## src/rtl/bcd_event_counter_pkg.sv

```systemverilog
// Shared BCD constants and types for the debounced three-digit event counter.
package bcd_event_counter_pkg;

    localparam int unsigned DigitW    = 4;
    localparam int unsigned DigitMax  = 9;
    localparam int unsigned NumDigits = 3;

    typedef logic [DigitW-1:0] bcd_t;

    localparam bcd_t BcdMax = bcd_t'(DigitMax);

    // Switch inputs can carry A-F; those saturate to 9 rather than wrap.
    function automatic bcd_t bcd_clamp(input bcd_t v);
        return (v > BcdMax) ? BcdMax : v;
    endfunction

endpackage

```

## src/rtl/bcd_digit.sv

```systemverilog
// One mod-10 up/down BCD digit with load, enable and a carry/borrow ripple link.
module bcd_digit
    import bcd_event_counter_pkg::*;
(
    input  logic clk_i,
    input  logic reset_i,
    input  logic load_i,
    input  bcd_t load_val_i,
    input  logic en_i,
    input  logic up_i,
    input  logic cin_i,
    output bcd_t q_o,
    output logic cout_o
);

    bcd_t q_q, q_d;

    // Carry/borrow out is combinational so a whole chain resolves in one cycle.
    assign cout_o = cin_i & (up_i ? (q_q == BcdMax) : (q_q == '0));
    assign q_o    = q_q;

    always_comb begin
        q_d = q_q;
        if (load_i) begin
            q_d = bcd_clamp(load_val_i);
        end else if (en_i && cin_i) begin
            if (up_i) begin
                q_d = (q_q == BcdMax) ? '0 : q_q + bcd_t'(1);
            end else begin
                q_d = (q_q == '0) ? BcdMax : q_q - bcd_t'(1);
            end
        end
    end

    always_ff @(posedge clk_i) begin
        if (reset_i) begin
            q_q <= '0;
        end else begin
            q_q <= q_d;
        end
    end

endmodule

```

## src/rtl/bcd_event_counter.sv

```systemverilog
// Debounced pushbutton driving a three-digit BCD up/down counter with load.
module bcd_event_counter
    import bcd_event_counter_pkg::*;
#(
    parameter int unsigned DEBOUNCE_CYCLES = 500000
) (
    input  logic                          clk,
    input  logic                          reset,
    input  logic                          btn_n,
    input  logic                          up_dn,
    input  logic                          load,
    input  logic [NumDigits*DigitW-1:0]   load_val,
    output logic [DigitW-1:0]             digit0,
    output logic [DigitW-1:0]             digit1,
    output logic [DigitW-1:0]             digit2,
    output logic                          step,
    output logic                          wrap
);

    localparam int unsigned CntW = $clog2(DEBOUNCE_CYCLES + 1);

    logic [1:0]      sync_q;
    logic [1:0]      fill_q;
    logic            stable_q, stable_d;
    logic [CntW-1:0] cnt_q, cnt_d;
    logic            armed_q;
    logic            press_q;
    logic            step_q;
    logic            wrap_q;
    logic            toggle;
    logic            btn_s;
    logic            advance;

    logic [NumDigits:0] carry;
    bcd_t               dig [NumDigits];

    assign btn_s = sync_q[1];

    always_comb begin
        cnt_d    = cnt_q;
        stable_d = stable_q;
        toggle   = 1'b0;
        if (btn_s == stable_q) begin
            cnt_d = '0;
        end else if (cnt_q == CntW'(DEBOUNCE_CYCLES - 1)) begin
            toggle   = 1'b1;
            stable_d = ~stable_q;
            cnt_d    = '0;
        end else begin
            cnt_d = cnt_q + CntW'(1);
        end
    end

    assign advance  = press_q & ~load;
    assign carry[0] = 1'b1;

    for (genvar i = 0; i < NumDigits; i++) begin : g_digit
        bcd_digit u_digit (
            .clk_i      (clk),
            .reset_i    (reset),
            .load_i     (load),
            .load_val_i (load_val[i*DigitW +: DigitW]),
            .en_i       (advance),
            .up_i       (up_dn),
            .cin_i      (carry[i]),
            .q_o        (dig[i]),
            .cout_o     (carry[i+1])
        );
    end

    // A press is only honoured once a released level has been seen after reset;
    // fill_q masks the synchronizer's reset value so a held button cannot arm it.
    always_ff @(posedge clk) begin
        if (reset) begin
            sync_q   <= 2'b11;
            fill_q   <= 2'b00;
            stable_q <= 1'b1;
            cnt_q    <= '0;
            armed_q  <= 1'b0;
            press_q  <= 1'b0;
            step_q   <= 1'b0;
            wrap_q   <= 1'b0;
        end else begin
            sync_q   <= {sync_q[0], btn_n};
            fill_q   <= {fill_q[0], 1'b1};
            stable_q <= stable_d;
            cnt_q    <= cnt_d;
            armed_q  <= armed_q | (fill_q[1] & btn_s & stable_q);
            press_q  <= toggle & stable_q & armed_q;
            step_q   <= advance;
            wrap_q   <= advance & carry[NumDigits];
        end
    end

    assign digit0 = dig[0];
    assign digit1 = dig[1];
    assign digit2 = dig[2];
    assign step   = step_q;
    assign wrap   = wrap_q;

endmodule

```

## config.mk

```make
export PLATFORM = sky130hd
export DESIGN_NAME = bcd_event_counter
export DESIGN_NICKNAME = d
export VERILOG_FILES = /design/src/rtl/bcd_event_counter_pkg.sv /design/src/rtl/bcd_digit.sv /design/src/rtl/bcd_event_counter.sv
export SDC_FILE = /design/constraint.sdc
export NUM_CORES = 1
export LEC_CHECK = 0
export BUFFER_PORTS_ARGS = -buffer_cell sky130_fd_sc_hd__buf_2
export CAP_MARGIN = 20
export CORE_ASPECT_RATIO = 1.5
export CORE_UTILIZATION = 50
export DETAILED_ROUTE_END_ITERATION = 16
export PLACE_DENSITY = 0.71
export SLEW_MARGIN = 20
export SYNTH_ARGS = -nofsm -noshare
export SYNTH_HDL_FRONTEND = slang
export SYNTH_SLANG_ARGS = --single-unit
```

## constraint.sdc

```tcl
create_clock -name clk -period 6.1 [get_ports clk]
set_clock_uncertainty 0.2 [all_clocks]
set_input_delay 1.22 -clock clk [delete_from_list [all_inputs] [get_ports clk]]
set_output_delay 1.22 -clock clk [all_outputs]
set_load 0.005 [all_outputs]
```

==> results of run 1 <==
-- cell usage in the layout, fill, tap and decap left out, types with 3 or more instances in the layout --
cell type and count:
a31oi_1 3, nand3_1 7, nand4_1 5, nor2_1 38
o21bai_1 4, nand2_1 20, and3_1 5, buf_2 30
a221oi_1 4, nor4_1 4, dfxtp_1 40, a311oi_1 3
inv_1 9, a21oi_1 9, or3_1 3, clkbuf_8 7
o21ai_0 13, xnor2_1 11, xor2_1 13, nor2b_1 3
nor3_1 9, nand3b_1 4
-- worst max path at each step --
| stage | to | slack (ns) | depth (start not counted) |
|---|---|---|---|
| floorplan | g_digit[2].u_digit.q_o[1]$_SDFFE_PP0P_ | 3.14 | 7 |
| global placement | g_digit[2].u_digit.q_o[1]$_SDFFE_PP0P_ | 2.85 | 6 |
| detailed placement | g_digit[2].u_digit.q_o[1]$_SDFFE_PP0P_ | 2.81 | 6 |
| CTS | g_digit[2].u_digit.q_o[1]$_SDFFE_PP0P_ | 3.09 | 6 |
| global route | g_digit[2].u_digit.q_o[2]$_SDFFE_PP0P_ | 2.98 | 6 |
| finish | g_digit[2].u_digit.q_o[1]$_SDFFE_PP0P_ | 3.08 | 6 |
-- power breakdown --
group / internal (mW) / total [mW] / switching [mW]
registers: 0.268 / 0.282 / 0.0138
logic: 0.0246 / 0.0525 / 0.0279
clock network: 0.144 / 0.234 / 0.0899
-- sequential cells by signal (all words and copies together) (netlist names) --
register and count:
armed_q 1, fill_q 2, step 1, cnt_q 19, stable_q 1, sync_q 2, press_q 1, wrap 1
g_digit.u_digit.q_o 12
-- stage by stage --
step / instance area, um^2 / worst slack, ns / hold WS (ns) / util (%)
final: 2340 / 3.08 / 0.214 / 58.2
after global routing: 2340 / 2.98 / 0.239 / 58.2
after detailed placement: 2220 / 2.81 / 0.194 / 55.0
after CTS: 2340 / 3.09 / 0.212 / 58.2
after global placement: 2220 / 2.85 / 0.191 / 55.0
after floorplan: 2150 / 3.14 / 0.189 / -
-- cell families after synthesis --
group           count (synthesis)  share of synthesized area (%)
buf+inv                        29                           7.92
mux                             2                          0.932
compound gates                 53                           17.3
simple gates                  112                           26.2
flops                          40                           37.3
fa+ha+maj                       1                          0.583
xor+xnor                       24                           9.79
-- layout make-up --
cell class                 count  area (um^2)
clock buffer                   7         96.3
clock inverter                 1         30.0
fill                         381         1690
inverter                       9         33.8
multi-input combinational    192         1180
sequential                    40          801
tap                           45         56.3
timing repair buffer          30          150
-- layer usage --
layer / up-vias / track usage, % / routed length (um)
met5: - / 0 / 0
met4: 0 / 7.25 / 87
met3: 11 / 4.98 / 166
met2: 46 / 38.6 / 2160
met1: 877 / 22.3 / 1900
li1: 957 / - / -
==> impl_results.md, run 1 <==
- Endpoint with the worst hold slack: sync_q[1]$_SDFF_PP1_
- CTS tree: done
- RSZ-0062 raised after global routing: false
- Vias in the first global route: 1,681
- Number of rows in the core area: 28
- Peak per-stage delay on the critical path: 0.57 ns
- Final WL: 4320 um
- Net Count, Synth: 279
- Count of placed standard cells including taps: approximately 320
- Top cells by area, synth: dfxtp_1, nor2_1, xor2_1
- R2r setup slk: 3.82 ns
- Primary FF master, synth: dfxtp_1
- Period minus WS final: 3.02 ns
- Critical Path AT: 3.02 ns
- Final #Nets: 296
- Number of buffers created by CTS: 5
- F_max: 0.331 GHz
- Cell depth of the worst min-delay path: 1
- Maximum level of the CTS H-tree: 2
- Initial antenna violation count: 0
- Global-route congestion overflow total: 0
- Type of origin of the critical path: input port
- Final weighted congestion in routability-driven placement: 0.822
- Critical path fanouts, max: 27
- Source of the worst register-to-register timing path: g_digit[0].u_digit.q_o[0]$_SDFFE_PP0P_
- Number of pins exceeding their max-slew limit in the final report: 0
- Count of yosys warnings during synthesis: 0
- Detailed-route via count: about 1.9k
- Hold path startpoint: sync_q[0]$_SDFF_PP1_
- Input/output buffers: 30
- Cells on worst reg2reg path: 5
- Post-synth top cells: dfxtp_1, nor2_1, nand2_1
- Total power of the final layout: 568 uW
- Number of different library cells in the post-synthesis netlist: 51
- Routed vias/inst: 5.84
- Synthesized netlist cell count: 261
- Number of antenna diodes: 0
- Die Width: ~56 um
- Final number of setup-violating endpoints: 0
- Period Utilization, post-route: 49.5%
- Clock latency reported for the late side of the worst-skew pair: approximately 0.29 ns
- Detailed placer's ending HPWL: between 3000 and 4000 um
- Non-filler instance count after layout: 324
- Register bit total from synthesis: 40
- Placeable Area: 4030 um^2
- Status: finished, final reports clean
- Clock tree buffer depth: 2
- Pre-antenna DRT Iters: 4
- Remaining design rule violation count: 0
- Crit path cell chain: buf_2 > and3_1 > o211ai_2 > or4_4 > a311o_1 > o31ai_1
- Area growth, synth to finish: 9.15%
- Combined area of all synthesized cells: 2150 um^2
- Critical-path top delay cell: or4_4
- Most repeated cell in the gate-level netlist after synthesis: dfxtp_1
- Iteration-0 DRC count of the detailed router: 42
- Timing startpoint of the critical path: up_dn
- Actual transition at the worst max-transition pin: 0.633 ns
- Cts hold-fix bufs: 0
- Clk slew on worst S/H paths: 0.08 ns
- WP data required: 6.11 ns
- Pwr dens: 243 nW/um^2
- Max_cap viols: 0
- Share of cells above drive strength 1: 15.8%
- Critical path capture point type: flip-flop
- Vertical die dimension: 82.3 um
- Seq/Total Area, Yosys: 37.3%
- Share of the synthesized area in the top cell type: between 30% and 40%
- Remaining max-slew budget at the tightest pin: 57.5%
- Leakage power: a little under 0.9 nW
- Starting density of the core: 53.3%
- Total count of hold-check failures in the final report: 0
- Setup TNS Final: 0 ns
- Wire length per cell after detailed routing: between 10 and 15 um
- Max IR drop VDD: 236 uV
- Worst flop-to-flop path endpoint: g_digit[2].u_digit.q_o[1]$_SDFFE_PP0P_
- Clock net sink count: 40
- Cell chosen for the clock root: clkbuf_8
- Number of enable flip-flop cells after synthesis: 0
- Critical setup path kind: in -> reg
- Hold Crit Class: reg -> reg
- Buffering stage count on the worst path with inverters included: 1
- Count of instances resized after the clock tree is built: 0
- Average footprint of a synthesized cell: 8.23 um^2
- # IOs: 31
- Family with the most delay on the worst path: simple AND/OR/NAND/NOR gates
- Total Die Area: about 4600 um^2
- Largest net degree at the start of global routing: 28
- Asr flop ratio synth: 0%
- Wire length of the first global-routing pass: 7420 um
- Buffers inserted during post-CTS setup optimization: 0
- Global Route Usage Sum: 20.4%
- Largest area contributor in the netlist: dfxtp_1
- Number of nets still failing antenna checks after routing: 0
Power figures use the tool's default switching activity.
==> run 2: changes to the inputs <==
- clock period: 6.1 -> 2.9 ns (I/O delays scaled with it)
==> run 2 against run 1 <==
  * Flip-flop and latch count unchanged
  * Hold slack gained 0.0018 ns
  * Sequential share of layout area down 0.25 points
  * Largest cell class unchanged
  * Largest power group unchanged
==> impl_results.md, run 2 (synthesis gave the netlist of run 1 again) <==
- Count of instances resized after the clock tree is built: 0 (unchanged)
- Die Width: 55.5 um (unchanged)
- Length of routed met3 wiring: 143 um (was 166 um)
- Highest layer used for signal routing: met4 (unchanged)
- Leading cell type in the layout, fill and taps excluded: dfxtp_1 (unchanged)
- Buffers inserted during post-CTS setup optimization: 0 (unchanged)
- Global-route congestion overflow total: 0 (unchanged)
- Final WL: 4130 um (was 4320 um)
- Final WS setup: 0.667 ns (was 3.08 ns)
- Placeable Area: 4030 um^2 (unchanged)
- Max_cap viols: 0 (unchanged)
- Remaining design rule violation count: 0 (unchanged)
- R2r setup slk: 0.67 ns (was 3.82 ns)
- Total placed instance area: 2230 um^2 (was 2220 um^2)
- DR WL met2: 2070 um (was 2160 um)
- Largest net degree at the start of global routing: 20 (was 28)
- Number of buffers created by CTS: 5 (unchanged)
- Setup TNS Final: 0 ns (unchanged)
- Maximum level of the CTS H-tree: 2 (unchanged)
- Type of origin of the critical path: flip-flop (was input port)
- Final number of setup-violating endpoints: 0 (unchanged)
- Total power of the final layout: 1.23 mW (was 568 uW)
- CTS tree: done (unchanged)
- Clock latency reported for the late side of the worst-skew pair: 0.29 ns (about the same)
- # IOs: 31 (unchanged)
- Max IR drop VDD: 496 uV (was 236 uV)
- Clk slew on worst S/H paths: 0.08 ns (about the same)
- Critical path fanouts, max: 12 (was 27)
- Hold Crit Class: reg -> reg (unchanged)
- Routed vias/inst: 5.73 (was 5.84)
- Flip-flop count of the largest register, all copies and words added: 19 (unchanged)
- Top reg by flops: cnt_q (unchanged)
- Total count of hold-check failures in the final report: 0 (unchanged)
- Number of nets still failing antenna checks after routing: 0 (unchanged)
- Number of antenna diodes: 0 (unchanged)
- RSZ-0062 raised after global routing: false (unchanged)
- Starting density of the core: 53.3% (unchanged)
- Leakage power: 0.886 nW (was 0.876 nW)
- Share of cells above drive strength 1: 16.1% (was 15.8%)
- Input/output buffers: 30 (unchanged)
- Global Route Usage Sum: 19.1% (was 20.4%)
- Most used cells in the layout excluding fill and tap cells: dfxtp_1, nor2_1, buf_2 (unchanged)
- Cell chosen for the clock root: clkbuf_8 (unchanged)
- Critical Path AT: 2.25 ns (was 3.02 ns)
- Number of pins exceeding their max-slew limit in the final report: 0 (unchanged)
- Actual transition at the worst max-transition pin: 0.591 ns (was 0.633 ns)
- Pwr dens: 521 nW/um^2 (was 243 nW/um^2)
- Pre-antenna DRT Iters: 4 (unchanged)
- Wire length of the first global-routing pass: 6910 um (was 7420 um)
- Final #Nets: 298 (was 296)
- Detailed-route via count: 1,862 (was 1,891)
- Cts hold-fix bufs: 0 (unchanged)
- F_max: 0.448 GHz
- Vias in the first global route: 1,621 (was 1,681)
- Number of rows in the core area: 28 (unchanged)
- Iteration-0 DRC count of the detailed router: 55 (was 42)
- Routed met1 length: 1860 um (was 1900 um)
- Initial antenna violation count: 0 (unchanged)
- Remaining max-slew budget at the tightest pin: 60.5% (was 57.5%)
- Post-route standard cell area excluding fillers: 2360 um^2 (was 2340 um^2)
- Detailed placer's ending HPWL: 2980 um (was 3030 um)
- Post-Place Setup Slack: 0.437 ns (was 2.81 ns)
- WP data required: 2.91 ns (was 6.11 ns)
- Vertical die dimension: 82.3 um (unchanged)
- Period minus WS final: 2.23 ns
- Total Die Area: 4570 um^2 (unchanged)
- Status: finished, final reports clean (unchanged)
- Clock net sink count: 40 (unchanged)
- Critical path capture point type: flip-flop (unchanged)
- Wire length per cell after detailed routing: 12.7 um (was 13.3 um)
- Final weighted congestion in routability-driven placement: 0.808 (was 0.822)
- Critical setup path kind: reg -> reg (was in -> reg)
- Worst hold slack across all endpoints: 0.216 ns (was 0.214 ns)
- Clock tree buffer depth: 2 (unchanged)
- Area growth, synth to finish: 9.96% (was 9.15%)
- Period Utilization, post-route: 77.0%
-- run 2: cell count changes in the layout (fill, tap and decap cells not counted), sizes merged --
cell and delta:
buf +2, bufinv +1, clkbuf -2
-- run 2: final cells by class --
type / count / area [um^2]
Clock inverter: 2 / 60.1
Tap cell: 45 / 56.3
Inverter: 9 / 33.8
Multi-Input combinational cell: 192 / 1180
Clock buffer: 5 / 68.8
Fill cell: 413 / 1670
Timing Repair Buffer: 32 / 165
Sequential cell: 40 / 801
-- run 2: critical path, cell delays in order (launching register included) --
cell,delay (ns)
dfxtp_1,0.56
and3_1,0.24
o211ai_2,0.13
or4_4,0.57
a311o_1,0.29
o31ai_1,0.17
-- run 2: path summary, 6_finish.rpt --
path | start | cells past startpoint | endpoint
worst max-delay path | g_digit[0].u_digit.q_o[0]$_SDFFE_PP0P_ | 5 | g_digit[2].u_digit.q_o[1]$_SDFFE_PP0P_
worst min-delay path | sync_q[0]$_SDFF_PP1_ | 1 | sync_q[1]$_SDFF_PP1_
worst max register to register | g_digit[0].u_digit.q_o[0]$_SDFFE_PP0P_ | 5 | g_digit[2].u_digit.q_o[1]$_SDFFE_PP0P_
worst min register to register | sync_q[0]$_SDFF_PP1_ | 1 | sync_q[1]$_SDFF_PP1_
-- run 2: power breakdown --
group	switching [mW]	internal [mW]
logic	0.0573	0.0528
registers	0.0283	0.564
clock network	0.189	0.339
total	0.275	0.955
-- run 2: per-layer routing --
metal | up-vias | global-route usage [%]
met5 | - | 0
met1 | 859 | 20.9
li1 | 960 | -
met4 | 0 | 6.75
met2 | 38 | 35.8
met3 | 5 | 4.67
-- run 2: through the flow --
stage	cells	utilization [%]
after detailed placement	318	55.4
after floorplan	261	-
after global placement	318	55.4
after global routing	325	58.6
after CTS	325	58.6
final	325	58.6
